$ cat config.mk
export PLATFORM = sky130hd
export DESIGN_NAME = s2p_bit_collector
export DESIGN_NICKNAME = d
export VERILOG_FILES = /design/src/rtl/s2p_pkg.sv /design/src/rtl/s2p_bit_collector.sv
export SDC_FILE = /design/constraint.sdc
export NUM_CORES = 1
export LEC_CHECK = 0
export ABC_AREA = 1
export ABC_CLOCK_PERIOD_IN_PS = 1790
export BUFFER_PORTS_ARGS = -buffer_cell sky130_fd_sc_hd__clkbuf_2
export CAP_MARGIN = 20
export CORE_MARGIN = 5
export CORE_UTILIZATION = 35
export DETAILED_ROUTE_END_ITERATION = 8
export GPL_TIMING_DRIVEN = 0
export PLACE_DENSITY_LB_ADDON = 0.12
export RECOVER_POWER = 50
export SLEW_MARGIN = 20
export SYNTH_ARGS = -nofsm -noshare
export SYNTH_HDL_FRONTEND = slang
export SYNTH_SLANG_ARGS = --single-unit
$ cat constraint.sdc
create_clock -name i_clk -period 1.79 [get_ports i_clk]
set_input_delay 0.4475 -clock i_clk [delete_from_list [all_inputs] [get_ports i_clk]]
set_output_delay 0.4475 -clock i_clk [all_outputs]
set_load 0.1 [all_outputs]
$ cat src/rtl/s2p_pkg.sv
`default_nettype none
// ============================================================================
// Module   : s2p_pkg
// Purpose  : Shared types and constants for the serial-to-parallel front end.
// Revision : 1.0 - initial release
// ============================================================================
package s2p_pkg;

  localparam int WORD_W = 32;
  localparam int SEL_W  = 5;

  typedef enum logic [0:0] {
    ST_IDLE  = 1'b0,
    ST_SHIFT = 1'b1
  } state_t;

endpackage
`default_nettype wire

$ cat src/rtl/s2p_bit_collector.sv
`default_nettype none
// ============================================================================
// Module   : s2p_bit_collector
// Purpose  : Counts serial bits, drives the bit index to an external 5-to-32
//            one-hot decoder, uses the returned one-hot as a per-bit write
//            enable to assemble a word, and offers it on a valid/ready port.
// Revision : 1.0 - initial release
// ============================================================================
module s2p_bit_collector
  import s2p_pkg::*;
#(
  parameter int FRAME_BITS = 32
) (
  input  logic              i_clk,
  input  logic              i_rst_n,
  input  logic              i_start,
  input  logic              i_sdi,
  input  logic              i_sdi_valid,
  output logic [SEL_W-1:0]  o_sel,
  input  logic [WORD_W-1:0] i_onehot,
  output logic [WORD_W-1:0] o_pdata,
  output logic              o_pvalid,
  input  logic              i_pready,
  output logic              o_busy,
  output logic              o_overrun,
  output logic              o_dec_err,
  output logic              o_frame_err,
  input  logic              i_clr_err
);

  // Index of the last bit of a frame, and the mask forcing unused word bits to 0.
  localparam logic [SEL_W-1:0]  c_last_sel   = SEL_W'(FRAME_BITS - 1);
  localparam logic [WORD_W-1:0] c_frame_mask = WORD_W'((64'd1 << FRAME_BITS) - 64'd1);

  state_t              r_state;
  logic [SEL_W-1:0]    r_sel;
  logic [WORD_W-1:0]   r_shadow;
  logic [WORD_W-1:0]   r_pdata;
  logic                r_pvalid;
  logic                r_overrun;
  logic                r_dec_err;
  logic                r_frame_err;

  logic                w_in_shift;
  logic                w_capture;
  logic [SEL_W-1:0]    w_idx;
  logic                w_last;
  logic [WORD_W-1:0]   w_merged;
  logic [WORD_W-1:0]   w_word;
  logic                w_done;
  logic                w_load;
  logic                w_dec_bad;
  logic                w_restart;

  assign w_in_shift = (r_state == ST_SHIFT);
  // A bit is taken in SHIFT, or in any cycle carrying START (frame begins there).
  assign w_capture  = i_sdi_valid && (w_in_shift || i_start);
  // START always rewinds the frame, so the bit written in that cycle is bit 0.
  assign w_idx      = i_start ? '0 : r_sel;
  assign w_last     = (w_idx == c_last_sel);
  // In a START cycle the shadow is being cleared and SEL may still point at an
  // abandoned mid-frame position, so bit 0 is written directly instead of via
  // the decoder return path; otherwise the one-hot is the write enable.
  assign w_merged   = i_start ? {{(WORD_W-1){1'b0}}, i_sdi}
                              : ((r_shadow & ~i_onehot) | (i_sdi ? i_onehot : '0));
  assign w_word     = w_merged & c_frame_mask;
  assign w_done     = w_capture && w_last;
  assign w_load     = w_done && (!r_pvalid || i_pready);
  assign w_dec_bad  = w_capture && (i_onehot != (WORD_W'(1) << r_sel));
  assign w_restart  = i_start && w_in_shift;

  // Frame state machine: bit counter, shadow word assembly and IDLE/SHIFT control.
  always_ff @(posedge i_clk or negedge i_rst_n) begin
    if (!i_rst_n) begin
      r_state  <= ST_IDLE;
      r_sel    <= '0;
      r_shadow <= '0;
    end else if (w_capture) begin
      if (w_last) begin
        r_state  <= ST_IDLE;
        r_sel    <= '0;
        r_shadow <= '0;
      end else begin
        r_state  <= ST_SHIFT;
        r_sel    <= w_idx + 1'b1;
        r_shadow <= w_word;
      end
    end else if (i_start) begin
      r_state  <= ST_SHIFT;
      r_sel    <= '0;
      r_shadow <= '0;
    end
  end

  // Output register: load a completed word when the slot is free or draining.
  always_ff @(posedge i_clk or negedge i_rst_n) begin
    if (!i_rst_n) begin
      r_pdata  <= '0;
      r_pvalid <= 1'b0;
    end else if (w_load) begin
      r_pdata  <= w_word;
      r_pvalid <= 1'b1;
    end else if (r_pvalid && i_pready) begin
      r_pvalid <= 1'b0;
    end
  end

  // Sticky error flags; a set event in the same cycle overrides the clear.
  always_ff @(posedge i_clk or negedge i_rst_n) begin
    if (!i_rst_n) begin
      r_overrun   <= 1'b0;
      r_dec_err   <= 1'b0;
      r_frame_err <= 1'b0;
    end else begin
      if (w_done && !w_load) r_overrun   <= 1'b1;
      else if (i_clr_err)    r_overrun   <= 1'b0;
      if (w_dec_bad)         r_dec_err   <= 1'b1;
      else if (i_clr_err)    r_dec_err   <= 1'b0;
      if (w_restart)         r_frame_err <= 1'b1;
      else if (i_clr_err)    r_frame_err <= 1'b0;
    end
  end

  assign o_sel       = r_sel;
  assign o_pdata     = r_pdata;
  assign o_pvalid    = r_pvalid;
  assign o_busy      = w_in_shift;
  assign o_overrun   = r_overrun;
  assign o_dec_err   = r_dec_err;
  assign o_frame_err = r_frame_err;

endmodule
`default_nettype wire

# ---- Yosys cells after proc, flatten, opt, wreduce, memory -nomap -nowiden
# Cells that the tools add are included.
dict set report totals {
  reg_bits 74
  input_bits 39
  output_inout_bits 42
}
dict set report op_classes {
  addsub 1
  n_eq_ne 2
  n_shift 1
  muxes 17
  bitwise 3
  n_reduce_logical 16
}
# operator count
set ops {}
lappend ops {{32-bit two-way mux} 5}
lappend ops {{32-bit bitwise AND} 1}
lappend ops {{32-bit inequality test} 1}
lappend ops {{32-bit NOT} 1}
lappend ops {{32-bit bitwise OR} 1}
lappend ops {{1-bit by 5-bit << shifter with 32-bit output (first input constant)} 1}
lappend ops {{5-bit two-way mux} 3}
lappend ops {{2-bit nonzero test} 5}
lappend ops {{1-bit two-way mux} 9}
lappend ops {{1-bit logical AND} 7}
lappend ops {{5-bit by 1-bit adder with 5-bit output (second input constant)} 1}
lappend ops {{5-bit == test (second input constant)} 1}
lappend ops {{1-bit zero test} 2}
lappend ops {{1-bit logical OR} 2}

# ---- Logic depth before layout (Yosys ltp)
# Gate-level depths: netlist of the first run.
dict set report logic_depth {
  depth_word 7
  mapped_depth 14
}

# ---- Least setup slack after synthesis of the first run
# OpenSTA, ideal clock, no wires.
dict set report synth_timing {
  path_type {reg2reg}
  start {register r_sel[1] (netlist: o_sel[1])}
  end {register r_shadow[20]}
  setup_time_ps 127
  arrival_ps 2628
  path_slack_ps -965
  stages_incl_launch_ff 12
  n_path_buf 2
  synth_period_minus_slack_ps 2755
  cell_sequence {dfrtp_1 inv_1 nor2_1 ha_1 nand2_1 nor2_1 ha_1 nor2_2 inv_1 clkbuf_1 buf_2 o21ai_0}
}
dict set report synth_via {
  elab_chain_len 4
}
# element line
set synth_rtl {}
lappend synth_rtl {{start: declaration} s2p_bit_collector.sv:36} ;# logic [SEL_W-1:0] r_sel;
lappend synth_rtl {{start signal: assignment} s2p_bit_collector.sv:85} ;# r_sel <= w_idx + 1'b1;
lappend synth_rtl {{5-bit two-way mux} --}
lappend synth_rtl {{5-bit == test} s2p_bit_collector.sv:60} ;# assign w_last = (w_idx == c_last_sel);
lappend synth_rtl {{32-bit two-way mux} s2p_bit_collector.sv:79} ;# if (w_last) begin
lappend synth_rtl {{32-bit two-way mux} s2p_bit_collector.sv:78} ;# end else if (w_capture) begin
lappend synth_rtl {{end signal: assignment} s2p_bit_collector.sv:86} ;# r_shadow <= w_word;
lappend synth_rtl {{end: declaration} s2p_bit_collector.sv:37} ;# logic [WORD_W-1:0] r_shadow;
# No other way between the ends.
# A chain may end at the register's enable or synchronous reset.

# ---- Worst setup path in the final report of the first run
dict set report layout_timing {
  start {register r_sel[0] (netlist: o_sel[0])}
  end {register r_shadow[19]}
}
# Same word-level chain as after synthesis.

==> reports/results.txt, run 1 <==
row cnt: 40
die area: 14600 um^2
CP Launch Type: flip-flop
Hold Vio Cnt, Final: 0
Post-Syn Area: 4290 um^2
Detail Route Antenna Nets: 0
Clock Skew: 5.36 ps
# fillers: 1273
synthesis-to-finish area growth: 32.8%
Crit Path Max Fanout: 10
ant diodes: 0
Port Buffer Count: 79
Synth area leaders: dfrtp_1, nand2_1, o21ai_0, nor2_1, nand3_1
Critical Path Most Common Cell: nor2_4
Critical Path RT: 2060 ps
CTS H-tree lvls: 3
Mapped Nets: 658
post-synthesis sequential area ratio: 0.432
Post-route DRC: 0
upper clock frequency limit: 520 MHz
post-synth top area share: 0.432
GPL Wtd Cong: 0.904
setup TNS: -6110 ps
largest area contributor in the netlist: dfrtp_1
post-DR vias/cell: 5.04
Max clock buf depth: 2
largest net degree at the start of global routing: 39
Hold WC Path Type: input port to asynchronous set/reset pin
period utilization: 1.08
Primary FF master, synth: dfrtp_1
asr flop ratio synth: 1.00
Cell Chain, Critical Path: buf_12 > inv_8 > nor2_4 > ha_4 > nand2_4 > nor2_4 > ha_4 > nor2_4 > inv_2 > buf_12 > clkbuf_16 > o21ai_1
Starting Density: 0.357
wire length on met2: 6540 um
overall power: 0.00411 W
status: complete, but fails checks
Die Wd: 121 um
TritonCTS Sinks: 74
Num CTS Buffers: 9
Max-Cap Viols: 0
ratio of cells with drive above 1 in the final layout: 0.274
core area: 12000 um^2
max-slew headroom at the worst pin: 0.369
met3 wire len: 573 um
nets@finish: 760
drt pass-1 iters: 5
fin crit period: 1920 ps
# IOs: 81
Post-Route M1 WL: 6910 um
violated checks: setup timing
maximum vdd drop: 0.000517 V
Reg clk slew, reported paths: 60 ps
EDFF count, synth: 0
transition time of the tightest slew-check pin: 946 ps
first-pass GRT wire length: 22900 um
YS warnings: 0
DR top layer: met4
RSZ-0062 raised after global routing: yes
DIE HEIGHT: 121 um
most frequent cells after synthesis: nand2_1, nor2_1, o21ai_0, inv_1, dfrtp_1
HPWL after detailed placement: 10600 um
Netlist cell types: 26
initial antenna violation count: 0
final core area utilization: 0.474
cts hold-fix bufs: 0
1st-iter DRT viols: 289
leakage: 2.86 nW
flops & latches, synth: 74
CP max-delay cell: dfrtp_4
Pins Over Slew Limit: 0
Routed WL per cell: 16.5 um
Vias: 4382
Pwr Density: 722 nW/um^2
gr ovfl total: 0
CP max stage delay: 480 ps
All-Layer GR Usage: 0.207
crit path DAT: 2190 ps
post-route setup slack: -135 ps
cell with the most instances after synthesis: nand2_1
WL final: 14400 um
CP endpoint kind: flip-flop
Mapped Cells: 617
CTS tree: built
final setup vio count: 58
CP Class: flip-flop to flip-flop
clock latency on the worst-skew pair: 340 ps
Avg Cell Area, Syn: 6.95 um^2
vias in the first global route: 4219
Root Driver: clkbuf_16
## critical path, delay by kind of cell (launching register included)
kind,cells,cell delay (ps)
compound gates,1,130
fa+ha+maj,2,350
buf+inv,5,590
flops,1,480
simple gates,4,290
## timing repair
item	CTS	global route
hold endpoints to repair	0	0
gates resized for setup	83	48
gates cloned	1	1
pin swaps	8	7
setup endpoints to repair	67	69
buffers inserted	8	2
## registers in the layout (all words and copies together) (netlist names)
signal	count
o_overrun	1
o_busy	1
o_frame_err	1
o_dec_err	1
o_sel	5
r_shadow	32
o_pdata	32
o_pvalid	1
## kinds of logic after synthesis
family | after synthesis | synth area share
AO/OA/AOI/OAI | 102 | 0.130
XOR/XNOR | 3 | 0.00613
adder cells (fa/ha/maj) | 2 | 0.00584
buffers and inverters | 115 | 0.105
flip-flops | 74 | 0.432
multiplexers | 3 | 0.00701
AND/OR/NAND/NOR | 318 | 0.313
## where the power goes
group	leakage, nW	internal (W)	switching (W)
sequential	0.993	0.00173	0.0000365
combinational	1.72	0.000214	0.000453
clock	0.138	0.000998	0.000675
## cell usage in the layout, fill, tap and decap left out, drive strengths merged, types with 2 or more instances in the layout
| cell | Yosys | final |
|---|---|---|
| nand2 | 143 | 143 |
| clkbuf | 21 | 111 |
| nor2 | 93 | 93 |
| o21ai | 91 | 91 |
| inv | 79 | 80 |
| dfrtp | 74 | 74 |
| nand3 | 57 | 57 |
| buf | 14 | 27 |
| nand4 | 23 | 23 |
| a32o | 5 | 5 |
| xor2 | 3 | 3 |
| mux2i | 3 | 3 |
| clkinv | 1 | 3 |
| nor3 | 2 | 2 |
| o21bai | 2 | 2 |
| ha | 2 | 2 |
## worst paths after layout
| kind | slack [ps] | from | end | cells past startpoint |
|---|---|---|---|---|
| max in group asynchronous | 370 | i_rst_n | o_sel[1] | 2 |
| min in group i_clk | 300 | i_pready | o_pvalid | 2 |
| setup reg to reg | -130 | o_sel[0] | r_shadow[19] | 12 |
| hold / removal | 240 | i_rst_n | o_busy | 1 |
| hold reg to reg | 470 | o_pdata[31] | o_pdata[31] | 2 |
| setup / recovery | -130 | o_sel[0] | r_shadow[19] | 12 |
## area by class of cell
| cell class | count | area [um^2] | share of cell area |
|---|---|---|---|
| well taps | 147 | 184 | 0.0323 |
| flip-flops and latches | 74 | 1870 | 0.328 |
| clock inverters | 3 | 15.0 | 0.00264 |
| clock buffers | 12 | 256 | 0.0451 |
| repair buffers | 92 | 528 | 0.0928 |
| inverters | 80 | 318 | 0.0558 |
| plain buffers | 34 | 287 | 0.0503 |
| multi-input cells | 428 | 2240 | 0.393 |
## metal layers
layer,track usage,vias up
met5,0,-
met1,0.282,2056
met4,0.0744,0
met2,0.329,105
met3,0.0370,22
li1,-,2199
## through the flow
stage / area, um^2 / instances / hold WS (ps) / setup WS (ps)
3_3_place_gp: 4940 / 843 / 455 / -998
4_1_cts: 5530 / 867 / 123 / -178
3_5_place_dp: 4970 / 844 / 460 / -1020
6_report: 5690 / 870 / 241 / -135
2_1_floorplan: 4370 / 617 / 152 / -341
5_1_grt: 5690 / 870 / 309 / -256
No activity file was read; power rests on OpenSTA's default activity.
==> inputs of run 2 (changes only) <==
--- a/config.mk
+++ b/config.mk
@@ -10,7 +10,7 @@
 export BUFFER_PORTS_ARGS = -buffer_cell sky130_fd_sc_hd__clkbuf_2
 export CAP_MARGIN = 20
 export CORE_MARGIN = 5
-export CORE_UTILIZATION = 35
+export CORE_UTILIZATION = 51
 export DETAILED_ROUTE_END_ITERATION = 8
 export GPL_TIMING_DRIVEN = 0
 export PLACE_DENSITY_LB_ADDON = 0.12
==> run 2 against run 1 <==
Net effect: the run still ends with setup timing left; register-to-register slack got worse by 150 ps; sequential cell count did not move; combinational power rose by 10%; critical path depth rose by 1; maximum frequency fell by 7.3%; hold slack got worse by 35 ps; total power fell by 12%; sequential share of layout area fell by 0.55 points; final cell count fell by 2.8%; final area rose by 1.7%; setup slack got worse by 150 ps; first-iteration DRC count fell by 11%; highest routed layer unchanged.
==> reports/results.txt, run 2 (synthesis gave the netlist of run 1 again) <==
status: complete, but fails checks
violated checks: setup timing
Max-Cap Viols: 0 (unchanged)
WL final: 14800 um (+3.2%)
CP max-delay cell: clkbuf_1
All-Layer GR Usage: 0.303 (+0.0962)
internal cell power: 0.00248 W (-16%)
Cell Chain, Critical Path: buf_2 > clkbuf_1 > nand4_1 > nand2_1 > nand2_1 > inv_1 > nand2_1 > nor2_1 > nand2_1 > nor2_1 > nand2_2 > nand2_2 > nand2_2
Critical Path Most Common Cell: nand2_1
placed inst area: 4910 um^2 (-1.1%)
crit path DAT: 2330 ps (+140 ps)
leakage: 2.92 nW (+2.3%)
1st-iter DRT viols: 258 (-11%)
row cnt: 33 (-18%)
ratio of cells with drive above 1 in the final layout: 0.306 (+0.0325)
maximum vdd drop: 0.000379 V (-27%)
CTS H-tree lvls: 3 (unchanged)
synthesis-to-finish area growth: 35.0%
Hold WC Path Type: input port to asynchronous set/reset pin
final setup vio count: 63 (+8.6%)
Min Hold Slack: 206 ps (-34.6 ps)
Net Sw Frac: 0.314 (+0.0303)
cts hold-fix bufs: 0 (unchanged)
Routed WL per cell: 17.5 um (+6.1%)
switching power: 0.00114 W (-2.6%)
Hold Vio Cnt, Final: 0 (unchanged)
post-DR vias/cell: 5.53 (+9.7%)
max-slew headroom at the worst pin: 0.387 (+0.0183)
Reg2Reg Depth: 13 (+1)
worst slack at placement: -1050 ps (-29.4 ps)
Comb power frac: 0.203 (+0.040)
Pwr Density: 625 nW/um^2 (-13%)
Reg clk slew, reported paths: 90 ps (+30 ps)
Crit Path Max Fanout: 10 (unchanged)
period utilization: 1.16 (+0.0849)
DIE HEIGHT: 102 um (-16%)
sequential fraction of design power: 0.487 (+0.057)
nets@finish: 777 (+2.2%)
Vias: 4676 (+6.7%)
post-route setup slack: -287 ps (-152 ps)
Max clock buf depth: 2 (unchanged)
HPWL after detailed placement: 10200 um (-4.2%)
CP Class: flip-flop to flip-flop
CP max stage delay: 460 ps (-20 ps)
vias in the first global route: 4689 (+11%)
transition time of the tightest slew-check pin: 919 ps (-27.4 ps)
Starting Density: 0.522 (+0.165)
Port Buffer Count: 79 (unchanged)
Num CTS Buffers: 9 (unchanged)
fin crit period: 2080 ps (+152 ps)
GPL Wtd Cong: 0.971 (+7.4%)
Pins Over Slew Limit: 0 (unchanged)
initial antenna violation count: 0 (unchanged)
clock power share: 0.310 (-0.097)
CP Launch Type: flip-flop
Final Instance Area: 5790 um^2 (+1.7%)
ant diodes: 0 (unchanged)
most frequent cells in the layout: nand2_1, nor2_1, clkbuf_2
die area: 10300 um^2 (-29%)
Post-route DRC: 0 (unchanged)
core area: 8220 um^2 (-32%)
clock latency on the worst-skew pair: 350 ps (about the same)
gr ovfl total: 0 (unchanged)
Root Driver: clkbuf_8
first-pass GRT wire length: 24200 um (+5.6%)
upper clock frequency limit: 482 MHz (-7.3%)
Die Wd: 102 um (-16%)
CP endpoint kind: flip-flop
commonest non-fill, non-tap cell in the layout: nand2_1
largest net degree at the start of global routing: 39 (unchanged)
Clock Skew: 15.5 ps (+10.1 ps)
CTS tree: built
# IOs: 81 (unchanged)
Detail Route Antenna Nets: 0 (unchanged)
Critical Path RT: 2040 ps (-20 ps)
final core area utilization: 0.704 (+0.231)
RSZ-0062 raised after global routing: yes
TritonCTS Sinks: 74 (unchanged)
drt pass-1 iters: 5 (unchanged)
run 2: layout make-up:
class                      count  area, um^2
timing repair buffer         109         758
tap                          105         131
multi-input combinational    428        2270
fill                         684        2430
clock buffer                  12         135
sequential                    74        1870
buffer                        34         293
clock inverter                 4        20.0
inverter                      80         314
run 2: stage by stage:
| step | TNS [ps] | power, W | cells |
|---|---|---|---|
| 2_1_floorplan | -18810 | 0.00213 | 617 |
| 3_3_place_gp | -74550 | 0.00233 | 801 |
| 3_5_place_dp | -56780 | 0.00235 | 802 |
| 4_1_cts | -8320 | 0.00360 | 844 |
| 5_1_grt | -17640 | 0.00379 | 846 |
| 6_report | -11380 | 0.00362 | 846 |
run 2: worst max-delay path: cells and delay by family, from the launching register on:
kind	cells	cell delay, ps
buf+inv	3	690
flops	1	410
simple gates	10	880
run 2: timing repair:
item / in CTS / in global routing
gates resized for setup: 122 / 23
setup endpoints to repair: 67 / 68
cloned: 5 / 1
pin swaps: 38 / 10
setup buffers: 22 / 1
run 2: per-layer routing:
layer,share of wire,GRT usage
met1,0.41,0.393
met2,0.48,0.499
met3,0.072,0.0551
met4,0.038,0.125
met5,0,0
run 2: worst paths after layout:
kind,start,to,slack [ps]
max,o_sel[4],o_dec_err,-290
min,i_rst_n,o_frame_err,210
max reg2reg,o_sel[4],o_dec_err,-290
min reg2reg,o_pdata[31],o_pdata[31],480
max in group asynchronous,i_rst_n,o_sel[4],410
min in group i_clk,i_pready,o_pvalid,290
run 2: power by group through the flow:
stage	clock network (W)	logic, W	registers, W
floorplan	0	0.000287	0.00185
global placement	0	0.000545	0.00179
detailed placement	0	0.000561	0.00179
CTS	0.00113	0.000715	0.00176
global route	0.00122	0.000804	0.00176
finish	0.00112	0.000735	0.00176
==> inputs of run 3 (changes only) <==
--- a/config.mk
+++ b/config.mk
@@ -5,7 +5,7 @@
 export SDC_FILE = /design/constraint.sdc
 export NUM_CORES = 1
 export LEC_CHECK = 0
-export ABC_AREA = 1
+export ABC_AREA = 0
 export ABC_CLOCK_PERIOD_IN_PS = 1790
 export BUFFER_PORTS_ARGS = -buffer_cell sky130_fd_sc_hd__clkbuf_2
 export CAP_MARGIN = 20
@@ -13,6 +13,7 @@
 export CORE_UTILIZATION = 51
 export DETAILED_ROUTE_END_ITERATION = 8
 export GPL_TIMING_DRIVEN = 0
+export MAX_ROUTING_LAYER = met4
 export PLACE_DENSITY_LB_ADDON = 0.12
 export RECOVER_POWER = 50
 export SLEW_MARGIN = 20
==> run 3 against run 2 <==
Net effect: largest power group unchanged; setup slack got worse by 350 ps; via count is 2.2% higher; hold slack got worse by 23 ps; total power up 6.0%; sequential power hardly changed; global-route usage increased by 0.29 points; routed wire length grew 6.5%; non-clock buffer count up 11; synthesized cell count down 13%; the run still ends with setup timing left.
==> reports/results.txt, run 3 <==
Starting Density: 0.515 (-0.00656)
initial antenna violation count: 0 (unchanged)
asr flop ratio synth: 1.00 (unchanged)
placed inst area: 5140 um^2 (+4.6%)
leakage: 2.76 nW (-5.5%)
Port Buffer Count: 79 (unchanged)
EDFF count, synth: 0 (unchanged)
Reg clk slew, reported paths: 90 ps (about the same)
Cell Chain, Critical Path: buf_8 > buf_8 > clkinvlp_4 > nor2_4 > ha_4 > nor3b_4 > ha_4 > o211ai_1 > nand2b_4 > clkbuf_16 > clkbuf_8 > o31ai_2
upper clock frequency limit: 412 MHz (-14%)
HPWL after detailed placement: 9930 um (-2.4%)
gr ovfl total: 0 (unchanged)
core area: 8590 um^2 (+4.6%)
CTS tree: built
CTS H-tree lvls: 3 (unchanged)
Post-Syn Area: 4430 um^2 (+3.3%)
# IOs: 81 (unchanged)
Post-route DRC: 0 (unchanged)
Hold Vio Cnt, Final: 0 (unchanged)
# fillers: 621 (-9.2%)
Max clock buf depth: 2 (unchanged)
Mapped Nets: 575 (-13%)
synthesis-to-finish area growth: 47.1%
post-synthesis sequential area ratio: 0.418 (-0.0137)
transition time of the tightest slew-check pin: 1080 ps (+160 ps)
Clock Skew: 13.8 ps (-1.68 ps)
most frequent cells in the layout: clkbuf_2, a21oi_1, dfrtp_1
CP max stage delay: 440 ps (-20 ps)
CP max-delay cell: dfrtp_4
crit path DAT: 2700 ps (+370 ps)
violated checks: setup timing
Avg Cell Area, Syn: 8.29 um^2 (+19%)
Mapped Cells: 534 (-13%)
post-synth top area share: 0.418 (-0.0137)
nets@finish: 697 (-10%)
GPL Wtd Cong: 1.01 (+4.3%)
row cnt: 34 (+3.0%)
Detail Route Antenna Nets: 0 (unchanged)
1st-iter DRT viols: 340 (+32%)
Hold WC Path Type: input port to asynchronous set/reset pin
max-slew headroom at the worst pin: 0.276 (-0.111)
maximum vdd drop: 0.000435 V (+15%)
period utilization: 1.36 (+0.195)
CP endpoint kind: flip-flop
Vias: 4781 (+2.2%)
cell with the most instances after synthesis: a21oi_1
drt pass-1 iters: 5 (unchanged)
Critical Path RT: 2060 ps (+20 ps)
post-route setup slack: -637 ps (-350 ps)
DIE HEIGHT: 103 um (+1.5%)
fin crit period: 2430 ps (+350 ps)
die area: 10600 um^2 (+2.9%)
Crit path buffers/inverters: 5 (+2)
ant diodes: 0 (unchanged)
clock latency on the worst-skew pair: 360 ps (about the same)
CP Launch Type: flip-flop
All-Layer GR Usage: 0.306 (+0.00293)
final setup vio count: 72 (+14%)
critical path's top delay family: buffers and inverters
first-pass GRT wire length: 24000 um (-0.94%)
flops & latches, synth: 74 (unchanged)
RR Startpoint: o_sel[1]
overall power: 0.00383 W (+6.0%)
status: complete, but fails checks
Num CTS Buffers: 9 (unchanged)
TritonCTS Sinks: 74 (unchanged)
Final Instance Area: 6510 um^2 (+12%)
Pins Over Slew Limit: 0 (unchanged)
WL final: 15800 um (+6.5%)
post-DR vias/cell: 6.23 (+13%)
most frequent cells after synthesis: a21oi_1, nor2_1, dfrtp_1, nand2_1, nor2b_1
RSZ-0062 raised after global routing: yes
Crit. Startpoint: o_sel[1]
Pwr Density: 588 nW/um^2 (-5.8%)
largest net degree at the start of global routing: 42 (+7.7%)
largest area contributor in the netlist: dfrtp_1
Crit Path Max Fanout: 6 (-4)
Max-Cap Viols: 0 (unchanged)
Primary FF master, synth: dfrtp_1
Routed WL per cell: 20.6 um (+17%)
Netlist cell types: 58 (+120%)
Die Wd: 103 um (+1.5%)
CP Class: flip-flop to flip-flop
Root Driver: clkbuf_8
vias in the first global route: 4559 (-2.8%)
YS warnings: 0 (unchanged)
cts hold-fix bufs: 0 (unchanged)
Synth area leaders: dfrtp_1, a21oi_1, nor2_1, o31ai_1, nor2b_1
ratio of cells with drive above 1 in the final layout: 0.427 (+0.121)
[run 3: cell count changes after synthesis, sizes merged, moves of 15 or more]
cell,change
a21oi,+98
inv,-74
nand2,-97
nand3,-54
nand4,-19
nor2,-15
nor2b,+38
o21ai,-79
o31ai,+33
[run 3: worst paths after layout]
| kind | cells past startpoint | to | slack, ps |
|---|---|---|---|
| worst max-delay path | 12 | o_pdata[18] | -640 |
| worst min-delay path | 1 | o_pdata[22] | 180 |
| worst max register to register | 12 | o_pdata[18] | -640 |
| worst min register to register | 2 | o_pdata[5] | 480 |
| max in group asynchronous | 2 | o_pdata[5] | 420 |
| min in group i_clk | 2 | o_busy | 290 |
[run 3: report_power, final]
group          switching, W  leakage [nW]  internal (W)  total (W)
clock              0.000670        0.0834      0.000569    0.00124
sequential        0.0000335         0.996       0.00172    0.00176
combinational      0.000534          1.68      0.000300   0.000834
[run 3: kinds of logic after synthesis]
kind of cell / count (synthesis) / synth area share
fa+ha+maj: 2 / 0.00565
mux: 5 / 0.0119
buf+inv: 48 / 0.0526
compound gates: 175 / 0.240
simple gates: 229 / 0.270
flops: 74 / 0.418
xor+xnor: 1 / 0.00198
[run 3: layer usage]
metal	vias up	routed length, um	track usage
li1	2176	-	-
met3	33	1040	0.0413
met1	2375	6810	0.417
met4	0	363	0.0976
met2	197	7590	0.473
met5	-	0	-
[run 3: cell type report]
| class | count | area [um^2] | area share |
|---|---|---|---|
| clock inverter | 4 | 27.5 | 0.00423 |
| sequential | 74 | 1870 | 0.287 |
| buffer | 42 | 463 | 0.0711 |
| tap | 108 | 135 | 0.0208 |
| timing repair buffer | 112 | 853 | 0.131 |
| inverter | 5 | 22.5 | 0.00346 |
| clock buffer | 11 | 151 | 0.0233 |
| multi-input combinational | 412 | 2990 | 0.459 |
[run 3: what timing repair did]
item | CTS | global route
pin swaps | 85 | 22
cloned | 11 | 0
setup endpoints to repair | 71 | 73
gates resized for setup | 147 | 50
buffers inserted | 15 | 6
[run 3: metrics by stage]
step                      setup WS [ps]  setup TNS [ps]  instances  utilization  hold WS [ps]
after floorplan                    -745          -42200        534            -           152
after global placement             -804          -73820        721        0.596           458
after detailed placement           -820          -46640        722        0.598           465
after CTS                          -638          -36690        763        0.727          78.6
after global routing               -755          -41760        768        0.758           257
final                              -637          -32990        768        0.758           184
[run 3: worst register-to-register path: cells and delay by family, from the launching register on]
family / cells / cell delay [ps]
fa+ha+maj: 2 / 320
simple gates: 3 / 550
flops: 1 / 440
compound gates: 2 / 320
buf+inv: 5 / 710
